`src/rtl/tcp_state_rd_arb_if.sv`:
```
// tcp_state_rd_arb_if: one valid/ready read channel into a per-flow state
// memory, i.e. a request (val/addr/rdy) plus an in-order response
// (val/data/rdy). The master issues reads and the slave serves them.
interface tcp_state_rd_arb_if #(
  parameter int ADDR_W = 12,
  parameter int DATA_W = 64
);
  logic              rd_req_val;
  logic [ADDR_W-1:0] rd_req_addr;
  logic              rd_req_rdy;
  logic              rd_resp_val;
  logic [DATA_W-1:0] rd_resp_data;
  logic              rd_resp_rdy;

  modport master (
    output rd_req_val, rd_req_addr, rd_resp_rdy,
    input  rd_req_rdy, rd_resp_val, rd_resp_data
  );

  modport slave (
    input  rd_req_val, rd_req_addr, rd_resp_rdy,
    output rd_req_rdy, rd_resp_val, rd_resp_data
  );
endinterface

```
`src/rtl/tcp_state_rd_arb.sv`:
```
// tcp_state_rd_arb: two-requester read arbiter for a single-read-port
// per-flow state RAM. Requester 0 is the RX pipeline and requester 1 is the
// TX/send pipeline. Each accepted request pushes its requester ID into a tag
// FIFO. Because the memory answers in order, the FIFO head tells us which
// requester owns the current response.
// Build option: TCP_STATE_RD_ARB_RR_EN selects round-robin tie breaking.
// Without it, requester 0 always wins a tie and no last-grant flop exists.
module tcp_state_rd_arb #(
  parameter int ADDR_W    = 12,
  parameter int DATA_W    = 64,
  parameter int TAG_DEPTH = 4
) (
  input  logic                     clk,
  input  logic                     rst,
  tcp_state_rd_arb_if.slave        req0,
  tcp_state_rd_arb_if.slave        req1,
  tcp_state_rd_arb_if.master       mem,
  output logic                     arb_busy
);
  localparam int PTR_W = $clog2(TAG_DEPTH);
  localparam int CNT_W = PTR_W + 1;

  logic [TAG_DEPTH-1:0] tag_mem;
  logic [PTR_W-1:0]     wr_ptr;
  logic [PTR_W-1:0]     rd_ptr;
  logic [CNT_W-1:0]     count;

  logic              full;
  logic              empty;
  logic              any_val;
  logic              gnt0;
  logic              gnt1;
  logic              push;
  logic              pop;
  logic              head;
  logic [ADDR_W-1:0] gnt_addr;
  logic [DATA_W-1:0] resp_data;

  // Full and empty come only from the count register, so the memory's
  // request-ready can never loop back into the request valid.
  assign full  = (count == CNT_W'(TAG_DEPTH));
  assign empty = (count == '0);

`ifdef TCP_STATE_RD_ARB_RR_EN
  logic last_grant;

  // On a tie, the requester that did not win the last accepted request
  // goes first.
  assign gnt0 = req0.rd_req_val & (~req1.rd_req_val | last_grant);

  // Remember who won the most recent accepted request. The reset value of 1
  // lets requester 0 win the first tie.
  always_ff @(posedge clk or negedge rst) begin
    if (!rst) begin
      last_grant <= 1'b1;
    end else if (push) begin
      last_grant <= gnt1;
    end
  end
`else
  // Fixed priority: RX always wins, so TX can be starved.
  assign gnt0 = req0.rd_req_val;
`endif

  assign gnt1    = req1.rd_req_val & ~gnt0;
  assign any_val = req0.rd_req_val | req1.rd_req_val;

  // Request path. The grant is re-evaluated every cycle, so a requester may
  // drop valid before it sees ready.
  assign gnt_addr         = gnt1 ? req1.rd_req_addr : req0.rd_req_addr;
  assign mem.rd_req_val   = any_val & ~full;
  assign mem.rd_req_addr  = gnt_addr;
  assign req0.rd_req_rdy  = gnt0 & ~full & mem.rd_req_rdy;
  assign req1.rd_req_rdy  = gnt1 & ~full & mem.rd_req_rdy;
  assign push             = mem.rd_req_val & mem.rd_req_rdy;

  // Response path. It is steered by the oldest outstanding tag, and only
  // the owning requester's ready can consume the response.
  assign head              = tag_mem[rd_ptr];
  assign resp_data         = mem.rd_resp_data;
  assign req0.rd_resp_data = resp_data;
  assign req1.rd_resp_data = resp_data;
  assign req0.rd_resp_val  = mem.rd_resp_val & ~empty & ~head;
  assign req1.rd_resp_val  = mem.rd_resp_val & ~empty &  head;
  assign mem.rd_resp_rdy   = ~empty & (head ? req1.rd_resp_rdy : req0.rd_resp_rdy);
  assign pop               = mem.rd_resp_val & mem.rd_resp_rdy;

  assign arb_busy = ~empty;

  // Tag FIFO: push the winner's ID on a request handshake and pop on a
  // response handshake. TAG_DEPTH is a power of two, so the pointers wrap
  // naturally.
  always_ff @(posedge clk or negedge rst) begin
    if (!rst) begin
      tag_mem <= '0;
      wr_ptr  <= '0;
      rd_ptr  <= '0;
      count   <= '0;
    end else begin
      if (push) begin
        tag_mem[wr_ptr] <= gnt1;
        wr_ptr          <= wr_ptr + PTR_W'(1);
      end
      if (pop) begin
        rd_ptr <= rd_ptr + PTR_W'(1);
      end
      if (push && !pop) begin
        count <= count + CNT_W'(1);
      end else if (!push && pop) begin
        count <= count - CNT_W'(1);
      end
    end
  end

  // The memory must never answer while no read is outstanding.
  a_resp_needs_tag: assert property (
    @(posedge clk) disable iff (!rst) !(mem.rd_resp_val && empty)
  );
endmodule

```
`src/flat_wrapper.sv`:
```
// flat-port wrapper written by rule: the top's interface ports become plain ports
module tcp_state_rd_arb_flat 
#(
  parameter int ADDR_W    = 12,
  parameter int DATA_W    = 64,
  parameter int TAG_DEPTH = 4
)
  (clk, rst, arb_busy, req0_rd_req_val, req0_rd_req_addr, req0_rd_resp_rdy, req0_rd_req_rdy, req0_rd_resp_val, req0_rd_resp_data, req1_rd_req_val, req1_rd_req_addr, req1_rd_resp_rdy, req1_rd_req_rdy, req1_rd_resp_val, req1_rd_resp_data, mem_rd_req_val, mem_rd_req_addr, mem_rd_resp_rdy, mem_rd_req_rdy, mem_rd_resp_val, mem_rd_resp_data);
  tcp_state_rd_arb_if #(.ADDR_W(ADDR_W), .DATA_W(DATA_W)) req0_i ();
  tcp_state_rd_arb_if #(.ADDR_W(ADDR_W), .DATA_W(DATA_W)) req1_i ();
  tcp_state_rd_arb_if #(.ADDR_W(ADDR_W), .DATA_W(DATA_W)) mem_i ();
  input  logic clk;
  input  logic rst;
  output logic arb_busy;
  input wire logic [$bits(req0_i.rd_req_val)-1:0] req0_rd_req_val;
  input wire logic [$bits(req0_i.rd_req_addr)-1:0] req0_rd_req_addr;
  input wire logic [$bits(req0_i.rd_resp_rdy)-1:0] req0_rd_resp_rdy;
  output wire logic [$bits(req0_i.rd_req_rdy)-1:0] req0_rd_req_rdy;
  output wire logic [$bits(req0_i.rd_resp_val)-1:0] req0_rd_resp_val;
  output wire logic [$bits(req0_i.rd_resp_data)-1:0] req0_rd_resp_data;
  input wire logic [$bits(req1_i.rd_req_val)-1:0] req1_rd_req_val;
  input wire logic [$bits(req1_i.rd_req_addr)-1:0] req1_rd_req_addr;
  input wire logic [$bits(req1_i.rd_resp_rdy)-1:0] req1_rd_resp_rdy;
  output wire logic [$bits(req1_i.rd_req_rdy)-1:0] req1_rd_req_rdy;
  output wire logic [$bits(req1_i.rd_resp_val)-1:0] req1_rd_resp_val;
  output wire logic [$bits(req1_i.rd_resp_data)-1:0] req1_rd_resp_data;
  output wire logic [$bits(mem_i.rd_req_val)-1:0] mem_rd_req_val;
  output wire logic [$bits(mem_i.rd_req_addr)-1:0] mem_rd_req_addr;
  output wire logic [$bits(mem_i.rd_resp_rdy)-1:0] mem_rd_resp_rdy;
  input wire logic [$bits(mem_i.rd_req_rdy)-1:0] mem_rd_req_rdy;
  input wire logic [$bits(mem_i.rd_resp_val)-1:0] mem_rd_resp_val;
  input wire logic [$bits(mem_i.rd_resp_data)-1:0] mem_rd_resp_data;
  assign req0_i.rd_req_val = req0_rd_req_val;
  assign req0_i.rd_req_addr = req0_rd_req_addr;
  assign req0_i.rd_resp_rdy = req0_rd_resp_rdy;
  assign req0_rd_req_rdy = req0_i.rd_req_rdy;
  assign req0_rd_resp_val = req0_i.rd_resp_val;
  assign req0_rd_resp_data = req0_i.rd_resp_data;
  assign req1_i.rd_req_val = req1_rd_req_val;
  assign req1_i.rd_req_addr = req1_rd_req_addr;
  assign req1_i.rd_resp_rdy = req1_rd_resp_rdy;
  assign req1_rd_req_rdy = req1_i.rd_req_rdy;
  assign req1_rd_resp_val = req1_i.rd_resp_val;
  assign req1_rd_resp_data = req1_i.rd_resp_data;
  assign mem_rd_req_val = mem_i.rd_req_val;
  assign mem_rd_req_addr = mem_i.rd_req_addr;
  assign mem_rd_resp_rdy = mem_i.rd_resp_rdy;
  assign mem_i.rd_req_rdy = mem_rd_req_rdy;
  assign mem_i.rd_resp_val = mem_rd_resp_val;
  assign mem_i.rd_resp_data = mem_rd_resp_data;
  tcp_state_rd_arb #(.ADDR_W(ADDR_W), .DATA_W(DATA_W), .TAG_DEPTH(TAG_DEPTH)) u_core (.clk(clk), .rst(rst), .req0(req0_i), .req1(req1_i), .mem(mem_i), .arb_busy(arb_busy));
endmodule
```
`config.mk`:
```
export PLATFORM = sky130hd
export DESIGN_NAME = tcp_state_rd_arb_flat
export DESIGN_NICKNAME = d
export VERILOG_FILES = /design/src/rtl/tcp_state_rd_arb_if.sv /design/src/rtl/tcp_state_rd_arb.sv /design/src/flat_wrapper.sv
export SDC_FILE = /design/constraint.sdc
export NUM_CORES = 1
export LEC_CHECK = 0
export ABC_AREA = 1
export CORE_ASPECT_RATIO = 1.2
export CORE_MARGIN = 10
export CORE_UTILIZATION = 26
export CTS_CLUSTER_DIAMETER = 100
export CTS_CLUSTER_SIZE = 16
export DETAILED_ROUTE_END_ITERATION = 8
export PLACE_DENSITY_LB_ADDON = 0.1
export SLEW_MARGIN = 5
export SYNTH_ARGS = -nofsm -noshare
export SYNTH_HDL_FRONTEND = slang
export SYNTH_SLANG_ARGS = --single-unit
```
`constraint.sdc`:
```
create_clock -name clk -period 2.59 [get_ports clk]
set_input_delay 0.518 -clock clk [delete_from_list [all_inputs] [get_ports clk]]
set_output_delay 0.518 -clock clk [all_outputs]
set_load 0.02 [all_outputs]
```
==> metrics.txt <==
area share of xor/xnor cells in the synthesized design 1.93%; number of port buffers 50; unrepaired setup endpoints after global routing false; Chip Width 96.4 um; vias 1054; row count 33; Sequential Power Share 27.6%; First DRT Iteration DRCs 18; power density over the cells 784 mW/mm2; Routed WL 4740 um; worst skew pair latency 0.23 ns; Syn Inst Count 252; Cell Area, Synth 0.00182 mm2; die height 112 um; GRT Resource Usage Total 8.63%; Worst path top cell family by delay buffers and inverters; I/O pin count 243; HPWL Detailed 4310 um; gpl congestion 0.716; commonest cells after routing, fill and taps aside nand2_1 (52), clkdlybuf4s50_1 (37), inv_1 (14); YS warnings 0; simple-gate share of the synthesized area 18.1%; Syn Area/Cell 7.22 um2; Syn-to-layout area delta -14.6%; DRC 0; CP Depth 5; syn nets 354; Hold Path Class flip-flop to flip-flop; Hold-fix buffers, CTS 0; Clock power frac 14.1%; actual slew at the worst max-slew pin 0.534 ns; FF+latch count, synth 11; FF-to-FF End u_core.count[1]; Pwr Total 1.22 mW; CTS tree done; diodes inserted 0; vias in the first global route 1212; complex-gate fraction of the synthesized area 2.68%; Distinct cells, synth 24; Slew Viols, Final 0; worst setup path class input pin to primary output; Worst EP required 2.07 ns; total setup buffers inserted after CTS 0; dpl cell area 0.00152 mm2; Worst-path clk slew 0.05 ns; fmax 395 MHz; Slew HR 64.3%; adder-cell share of the synthesized area 4.54%; leak pwr 0.769 nW; TritonRoute pass-1 iters 2; Final nets 286; crit-path cells clkdlybuf4s50_1 -> inv_2 -> buf_4 -> a21oi_2 -> clkdlybuf4s50_1; Vias per Instance 3.90; P_int 0.694 mW; CP dominant cell by count clkdlybuf4s50_1; CP arrival 2.02 ns; clock skew 0.00153 ns; outcome finished, final reports clean; Antenna Nets Post-Route 0; initial antenna violation count 0; reg2reg start u_core.rd_ptr[0]; crit path max-delay cell type clkdlybuf4s50_1; first-pass GRT wire length 7090 um; max cap viols 0; final hold violations 0; mux share of post-synthesis cell area 0.619%; CTS H-tree depth 1; root buf cell clkbuf_8; Final Core Density 22.8%; Finished Cell Area 0.00155 mm2; Die ar. 0.0108 mm2; largest net degree at the start of global routing 12; final worst path period share 97.8%; CP Capture Point mem_rd_req_val; min Tclk post-route 2.53 ns; Starting Density 26.7%; GRT overflow 0; Core ar. 0.00681 mm2; largest family of logic cells by synthesized area buffers and inverters; worst r2r path cells 10; Slowest Stage Delay on Critical Path 0.64 ns; sw frac 42.9%; most common cell after layout, fill and taps aside nand2_1; Inserted Clock Buffers 3; Final Setup Violations 0; hold slack final 0.501 ns; routed length per instance 17.6 um; Critical Path Start Type input pin; WP buf/inv 4; Clock Sinks 11; Comb pwr share 58.3%; r2r setup slk 0.47 ns; CTS resizes 13; Setup TNS 0 ns; maximum root-to-sink buffer count 2; Switch Pwr 0.522 mW; Critical Path Source req1_rd_req_val; proportion of synthesized chip area in sequential cells 15.1%; share of layout cells above drive strength 1 14.2%; Worst VDD drop 279 uV; Worst Path Max Fanout 2; CP Capture Type primary output
-- metal layers --
metal	GRT usage [%]	vias up	wire length, um	share of wire (%)
met5	0	-	0	0
met4	2.33	0	46	0.97
met3	9.61	12	1090	23
met2	14.2	116	2300	48
met1	6.40	431	1300	27
li1	-	495	-	-
-- through the flow --
step | setup slack, ns | instances
detailed placement | -0.102 | 266
finish | 0.0558 | 270
global route | 0.0140 | 270
floorplan | 0.436 | 252
CTS | 0.0491 | 270
global placement | -0.119 | 266
-- synth_stat cells --
library cell	count	area, um2
buf_4	128	961
nand2_1	52	195
inv_1	14	52.6
dfrtp_1	11	275
nand3_1	6	30.0
ha_1	5	62.6
o21ai_0	5	25.0
inv_2	4	15.0
nand2_2	4	25.0
nor2_1	4	15.0
nand3_2	3	30.0
xor2_1	3	26.3
a21oi_1	2	10.0
a21oi_2	1	8.76
buf_2	1	5.00
clkbuf_1	1	3.75
fa_1	1	20.0
mux2_2	1	11.3
nand4_1	1	6.26
nor2_2	1	6.26
nor2_4	1	11.3
nor3_2	1	10.0
o21ai_1	1	5.00
xnor2_1	1	8.76
-- worst min path at each step --
| stage | cells past startpoint | endpoint | slack [ns] | start |
|---|---|---|---|---|
| 6_report | 2 | u_core.tag_mem[2] | 0.50 | u_core.tag_mem[2] |
| 3_5_place_dp | 2 | u_core.tag_mem[2] | 0.49 | u_core.tag_mem[2] |
| 4_1_cts | 2 | u_core.tag_mem[2] | 0.50 | u_core.tag_mem[2] |
| 3_3_place_gp | 2 | u_core.tag_mem[2] | 0.48 | u_core.tag_mem[2] |
| 5_1_grt | 2 | u_core.tag_mem[2] | 0.55 | u_core.tag_mem[2] |
| 2_1_floorplan | 0 | u_core.count[0] | 0.22 | rst |
-- state kept, by name, indices dropped and copies added, names as in the netlist --
register and count:
u_core.count 3, u_core.rd_ptr 2, u_core.tag_mem 4, u_core.wr_ptr 2
-- power groups by stage --
stage | Sequential [mW] | Combinational (mW) | Clock [mW]
finish | 0.336 | 0.709 | 0.171
global route | 0.349 | 0.807 | 0.188
CTS | 0.340 | 0.728 | 0.180
detailed placement | 0.342 | 0.738 | 0
global placement | 0.337 | 0.721 | 0
floorplan | 0.320 | 0.758 | 0
-- cell families (layout without fill, tap and decap cells) --
group	after synthesis	in the layout
fa+ha+maj	6	6
xor+xnor	4	4
mux	1	1
flops	11	11
buf+inv	148	79
compound gates	9	9
simple gates	73	73
-- area by class of cell --
type | instances | area [um2]
clock buffer | 4 | 45.0
fill | 771 | 5260
inverter | 18 | 67.6
multi-input combinational | 93 | 507
sequential | 11 | 275
tap | 87 | 109
timing repair buffer | 57 | 549
-- worst register-to-register path: cells and delay by family (launching register included) --
kind / cells / cell delay [ns]
fa+ha+maj: 2 / 0.65
buf+inv: 2 / 0.21
flops: 1 / 0.43
mux: 1 / 0.26
simple gates: 5 / 0.45
No activity file was read; power rests on OpenSTA's default activity.
